**src/rtl/serial_add_ctrl.sv**
```systemverilog
// serial_add_ctrl: bit-serial adder sharing one full_adder over WIDTH cycles, LSB first (optional ovf output via SERIAL_ADD_OVF_EN)
module full_adder (
  input  logic a,
  input  logic b,
  input  logic ci,
  output logic s,
  output logic co
);
  assign s  = a ^ b ^ ci;
  assign co = (a & b) | (ci & (a ^ b));
endmodule

module serial_add_ctrl #(
  parameter int WIDTH = 8
) (
  input  logic             clk,
  input  logic             rst,
  input  logic             start,
  input  logic [WIDTH-1:0] a,
  input  logic [WIDTH-1:0] b,
  input  logic             cin,
  output logic             busy,
  output logic             done,
  output logic [WIDTH-1:0] sum,
  output logic             cout
`ifdef SERIAL_ADD_OVF_EN
  ,
  output logic             ovf
`endif
);
  localparam int CW = $clog2(WIDTH + 1);
  typedef enum logic [1:0] {IDLE, RUN, DONE} state_t;
  state_t           state_q, state_d;
  logic [WIDTH-1:0] sha_q, sha_d, shb_q, shb_d, acc_q, acc_d, sum_q, sum_d, acc_nx;
  logic             carry_q, carry_d, cout_q, cout_d, fa_s, fa_co, last;
  logic [CW-1:0]    cnt_q, cnt_d;
`ifdef SERIAL_ADD_OVF_EN
  logic             ovf_q, ovf_d;
  assign ovf = ovf_q;
`endif
  full_adder u_fa (.a(sha_q[0]), .b(shb_q[0]), .ci(carry_q), .s(fa_s), .co(fa_co));
  assign last   = cnt_q == CW'(WIDTH - 1);
  assign acc_nx = (acc_q >> 1) | (WIDTH'(fa_s) << (WIDTH - 1));
  assign sum    = sum_q;
  assign cout   = cout_q;
  // state register
  always_ff @(posedge clk or posedge rst)
    if (rst) state_q <= IDLE;
    else     state_q <= state_d;
  // next state: DONE always falls back to IDLE, start only matters in IDLE
  always_comb
    state_d = state_q == IDLE ? (start ? RUN : IDLE) :
              state_q == RUN  ? (last ? DONE : RUN) : IDLE;
  // handshake outputs decoded from state
  always_comb begin
    busy = state_q == RUN;
    done = state_q == DONE;
  end
  // datapath next values: load on accepted start, shift one bit per RUN cycle, publish on the last bit
  always_comb begin
    sha_d   = sha_q;
    shb_d   = shb_q;
    acc_d   = acc_q;
    carry_d = carry_q;
    cnt_d   = cnt_q;
    sum_d   = sum_q;
    cout_d  = cout_q;
`ifdef SERIAL_ADD_OVF_EN
    ovf_d   = ovf_q;
`endif
    if (state_q == IDLE && start) begin
      sha_d   = a;
      shb_d   = b;
      acc_d   = '0;
      carry_d = cin;
      cnt_d   = '0;
    end else if (state_q == RUN) begin
      sha_d   = sha_q >> 1;
      shb_d   = shb_q >> 1;
      acc_d   = acc_nx;
      carry_d = fa_co;
      cnt_d   = last ? cnt_q : cnt_q + CW'(1);
      sum_d   = last ? acc_nx : sum_q;
      cout_d  = last ? fa_co : cout_q;
`ifdef SERIAL_ADD_OVF_EN
      ovf_d   = last ? carry_q ^ fa_co : ovf_q;
`endif
    end
  end
  // datapath registers
  always_ff @(posedge clk or posedge rst)
    if (rst) begin
      sha_q   <= '0;
      shb_q   <= '0;
      acc_q   <= '0;
      carry_q <= 1'b0;
      cnt_q   <= '0;
      sum_q   <= '0;
      cout_q  <= 1'b0;
`ifdef SERIAL_ADD_OVF_EN
      ovf_q   <= 1'b0;
`endif
    end else begin
      sha_q   <= sha_d;
      shb_q   <= shb_d;
      acc_q   <= acc_d;
      carry_q <= carry_d;
      cnt_q   <= cnt_d;
      sum_q   <= sum_d;
      cout_q  <= cout_d;
`ifdef SERIAL_ADD_OVF_EN
      ovf_q   <= ovf_d;
`endif
    end
endmodule

```
**config.mk**
```make
export PLATFORM = sky130hd
export DESIGN_NAME = serial_add_ctrl
export DESIGN_NICKNAME = d
export VERILOG_FILES = /design/src/rtl/serial_add_ctrl.sv
export SDC_FILE = /design/constraint.sdc
export NUM_CORES = 1
export LEC_CHECK = 0
export ABC_CLOCK_PERIOD_IN_PS = 5140
export BUFFER_PORTS_ARGS = -buffer_cell sky130_fd_sc_hd__buf_2
export CAP_MARGIN = 25
export CORE_AREA = 2 2 66 68
export CTS_BUF_LIST = sky130_fd_sc_hd__clkbuf_16
export DETAILED_ROUTE_END_ITERATION = 7
export DIE_AREA = 0 0 68 70
export GPL_ROUTABILITY_DRIVEN = 0
export PLACE_DENSITY = 0.72
export SLEW_MARGIN = 20
export SYNTH_ARGS = -nofsm -noshare
export SYNTH_HDL_FRONTEND = slang
export SYNTH_SLANG_ARGS = --single-unit
```
**constraint.sdc**
```tcl
create_clock -name clk -period 5.14 [get_ports clk]
set_clock_uncertainty 0.1 [all_clocks]
set_input_delay 1.285 -clock clk [delete_from_list [all_inputs] [get_ports clk]]
set_output_delay 1.285 -clock clk [all_outputs]
set_load 0.02 [all_outputs]
```
==> Yosys cells after proc, flatten, opt, wreduce, memory -nomap -nowiden <==
Cells that the tools add are included.
{ "op_classes": {"magnitude_cmp": 0, "n_mux": 15, "bitwise_logic": 7, "mul": 0, "add_sub_neg": 1, "n_reduce_logical": 5, "div_mod_pow": 0, "eq_ne": 4, "shifts": 0} }
{ "op_table": {"columns": ["operator", "count"], "rows": [
  ["$mux 8", 6],
  ["$mux 4", 3],
  ["$or 7x8->8", 1],
  ["$mux 2", 3],
  ["$add 4x1->4 const B", 1],
  ["$eq 4x3->1 const B", 1],
  ["$mux 1", 3],
  ["$reduce_and 3->1", 1],
  ["$and 1x1->1", 2],
  ["$eq 2x1->1 const B", 1],
  ["$eq 2x2->1 const B", 1],
  ["$logic_not 2->1", 1],
  ["$ne 2x1->1 const B", 1],
  ["$reduce_and 2->1", 1],
  ["$reduce_bool 2->1", 1],
  ["$xor 1x1->1", 2],
  ["$logic_and 1x1->1", 1],
  ["$not 1->1", 1],
  ["$or 1x1->1", 1]
]} }
{ "word_totals": {"output_inout_bits": 11, "regBits": 40, "input_bits": 20, "mem_bits_rw": 0, "rom_bits": 0, "latch_bits": 0, "word_cells": 40, "mem_count": 0} }

==> Longest topological paths before layout <==
{ "depth": {"word_depth": 5, "ltp_mapped": 6, "mapped_depth_nobuf": 4} }

==> Cells and area by module <==
Synthesis repeated with hierarchy kept, for this count alone.
{ "unflattened": {"hier_cells": 141, "area_unflattened_um2": 1701.6} }
{ "by_module_without_submodules": {"columns": ["module", "instances", "cells_per_inst", "seq_area_each_um2", "area_per_inst_um2"], "rows": [
  ["serial_add_ctrl", 1, 140, 975.9, 1681.6],
  ["full_adder", 1, 1, 0.0, 20.0]
]} }

==> Least setup slack after synthesis <==
OpenSTA, ideal clock, no wires.
{ "synth_timing": {"path_type": "register to output", "startpoint": "register state_q[0]", "endpoint": "output done", "arrival_time_ns": 1.002, "required_ns": 3.755, "path_slack_ns": 2.753, "n_path_buf": 2, "path_stages_with_launch": 4, "cell_sequence": "dfrtp_1 > buf_2 > clkbuf_1 > nor2b_1"} }
{ "synth_via": {"elab_chain_cells": 1} }
{ "synth_rtl": {"columns": ["item", "line", "source"], "rows": [
  ["from (decl)", "33", "state_t state_q, state_d;"],
  ["from (signal assigned)", "49", "else state_q <= state_d;"],
  ["$eq 2x2->1", "57", "done = state_q == DONE;"],
  ["to (decl)", "23", "output logic done,"]
]} }
Every way passes these cells.

==> Final worst setup path <==
{ "layout_timing": {"startpoint": "register state_q[0]", "endpoint": "output busy"} }
{ "layout_via": {"elab_chain_cells": 1} }
{ "layout_rtl": {"columns": ["item", "line", "source"], "rows": [
  ["$eq 2x1->1", "56", "busy = state_q == RUN;"],
  ["to (decl)", "22", "output logic busy,"]
]} }
Every way passes these cells.

==> impl_metrics.ini <==
[run]
drv_cap = 0

[power_and_ir_drop]
switching_share_pct = 32.0
internal-power_mw = 0.904
power.leakage_nw = 0.965
pwr-share-seq_pct = 40.8
p_clk_share_pct = 29.4
switchingPower_mw = 0.425
combPwrFrac_pct = 29.8
max-vdd-ir-drop_mv = 0.278
p_per_area_nw_per_um2 = 647

[logic_synthesis]
synth_top_area_share_pct = 57.4
synth_nets = 163
yosysUniqueCellTypes = 26
synthAdderAreaFrac_pct = 1.91
yosysMostFrequentCell = dfrtp_1
synthArstFlopShare_pct = 100
ys_seq_area_share_pct = 57.4
ys_ff_latch = 39
synthSimpleGateAreaFrac_pct = 8.53
synthTopCellsByArea = dfrtp_1, mux2_4, a22oi_1, a22o_1, o21ai_0
synth_compound_area_share_pct = 19.1
synth_flop_cell = dfrtp_1
ys_warn_count = 0
syn-cell-area_sq_um = 1700
synth_top_area_cell = dfrtp_1
synth_edf_count = 0
synth.avg_cell_area_sq_um = 12.1
syn_inst = 141
synthMuxAreaShare_pct = 8.60
synth-xor-area-share_pct = 0
synth_top_family_by_area = compound AO/OA/AOI/OAI gates
ys_top_cells_by_count = dfrtp_1, nand2_1, a22oi_1, o21ai_0

[finish]
area_growth_pct = 20.8
final_net_count = 191
drive_above_1_share_pct = 30.6
antenna_cells = 0
nFillCells = 400

[min_path]
hold_path_class = flop to flop
hold_start = shb_q[1]

[cts]
clkSinkCount = 39
post_cts_buffers = 0
cts_root_buffer = clkbuf_16
clockBufferDepth = 2
clkTransAtPathRegs_ns = 0.06
cts_hold_buffers = 0
cts_made_buffers = 5
post_cts_resized = 0
htreeDepth = 2
clk_latency_ns = 0.28
cts_tree = done

[detailed_routing]
wl_per_cell_microns = 15.2
ant_nets = 0
drt_iter0_markers = 160
viasPerCell = 5.37
num_vias = 1193
drc = 0
first_pass_iters = 4
finalWirelength_microns = 3370

[floorplanning]
start_util_pct = 41.1
rows = 24
die_x_microns = 68
die_h_microns = 70
dieArea_sq_um = 4760
coreArea_sq_um = 4140
io-pin-count = 31

[critical_path]
crit_path_end_kind = output pin
path_delay_family = flip-flops
cp_slowest_cell = dfrtp_1
crit_type = flop to output pin
crit_fanout = 25
cp-start-kind = flop
critPathMaxStageDelay_ns = 0.87
path_buf_inv = 1
cp_data_required_time_ns = 3.75
reg2reg_from = state_q[0]
crit_path_start = state_q[0]
crit_chain = nor2b_1 -> buf_2
crit_arrival_ns = 2.16

[sta]
tns_ns = 0
relSlewSlack_pct = 45.8
clock.fmax_mhz = 282
finalHoldViolCount = 0
holdWs_ns = 0.382
setup_violations = 0
layout_min_cycle_time_ns = 3.55
setup_ws_ns = 1.59
period_share_pct = 69.0
worst_pin_slew_ns = 0.812
rsz0062_at_grt = false
drv_slew = 0

[grt]
antenna_found_initial = 0
grt_max_degree = 40
grt_pass1_wl_microns = 5860
grt-ovfl-total = 0
grt_pass1_vias = 1221
grt_usage_pct = 16.7

[placement]
dpl.hpwl_microns = 2190
io_buffer_count = 30
pre_cts_slack_ns = 1.92

[status]
outcome = finished clean
layout by cell type (no fill, tap or decap):
master     netlist  final
a211oi_1         1      1
a21oi_1          3      3
a22o_1           9      9
a22o_2           1      1
a22oi_1         15     15
and2_4           1      1
and3b_1          1      1
buf_2            6     30
buf_4            0      2
bufinv_16        0      2
clkbuf_16        0      5
dfrtp_1         39     39
fa_1             1      1
ha_1             1      1
inv_1            1      2
mux2_2           1      1
mux2_4           9      9
nand2_1         18     18
nand2b_1         2      2
nand3_1          3      3
nand4_1          1      1
nor2_1           2      2
nor2b_1          3      3
o211ai_1         2      2
o21ai_0         15     15
o21bai_4         0      1
state kept, by name (all words and copies together) (netlist names):
name	count
carry_q	1
acc_q	7
sha_q	8
sum	8
cout	1
state_q	2
cnt_q	4
shb_q	8
path summary, 6_finish.rpt:
kind	endpoint	slack, ns	cells past startpoint
worst max register to register	sum[2]	2.60	3
worst min register to register	shb_q[1]	0.38	2
min in group asynchronous	sum[5]	1.02	3
worst max-delay path	busy	1.59	2
max in group asynchronous	shb_q[6]	3.59	3
worst min-delay path	shb_q[1]	0.38	2
layout make-up:
| cell class | count | area, sq um | area share (%) |
|---|---|---|---|
| flip-flops and latches | 39 | 976 | 47.5 |
| multi-input cells | 90 | 657 | 32.0 |
| repair buffers | 32 | 165 | 8.03 |
| clock buffers | 5 | 125 | 6.09 |
| inverters | 1 | 3.75 | 0.183 |
| clock inverters | 3 | 63.8 | 3.10 |
| well taps | 52 | 65.1 | 3.16 |
power by group through the flow:
stage	Sequential, mW	Clock (mW)	Combinational, mW
CTS	0.541	0.401	0.400
global route	0.563	0.417	0.448
finish	0.542	0.391	0.396
detailed placement	0.544	0	0.395
global placement	0.534	0	0.377
floorplan	0.536	0	0.308
worst register-to-register path, cell delays in order, from the launching register on:
cell	delay [ns]
dfrtp_1	0.87
nor2b_1	0.72
and2_4	0.41
mux2_4	0.32
stage by stage:
stage	cells	utilization, %	power [mW]	cell area (sq um)
floorplan	141	-	0.844	1700
global placement	213	44.7	0.911	1850
detailed placement	213	44.7	0.940	1850
CTS	221	49.2	1.34	2040
global route	222	49.6	1.43	2060
finish	222	49.6	1.33	2060
per-layer routing:
metal	GRT usage (%)	vias to the layer above	routed length (microns)
met2	25.4	44	1640
met5	0	-	0
li1	-	563	-
met3	3.86	3	184
met1	22.9	583	1510
met4	6.67	0	44
kinds of logic (layout without fill, tap and decap cells):
group                      count (synthesis)  in the layout
buffers and inverters                     12             41
adders and majority gates                  2              2
DFF                                       39             39
and+or+nand+nor                           31             31
AOI/OAI and AO/OA                         47             47
muxes                                     10             10
(Power assumes the default switching activity.)
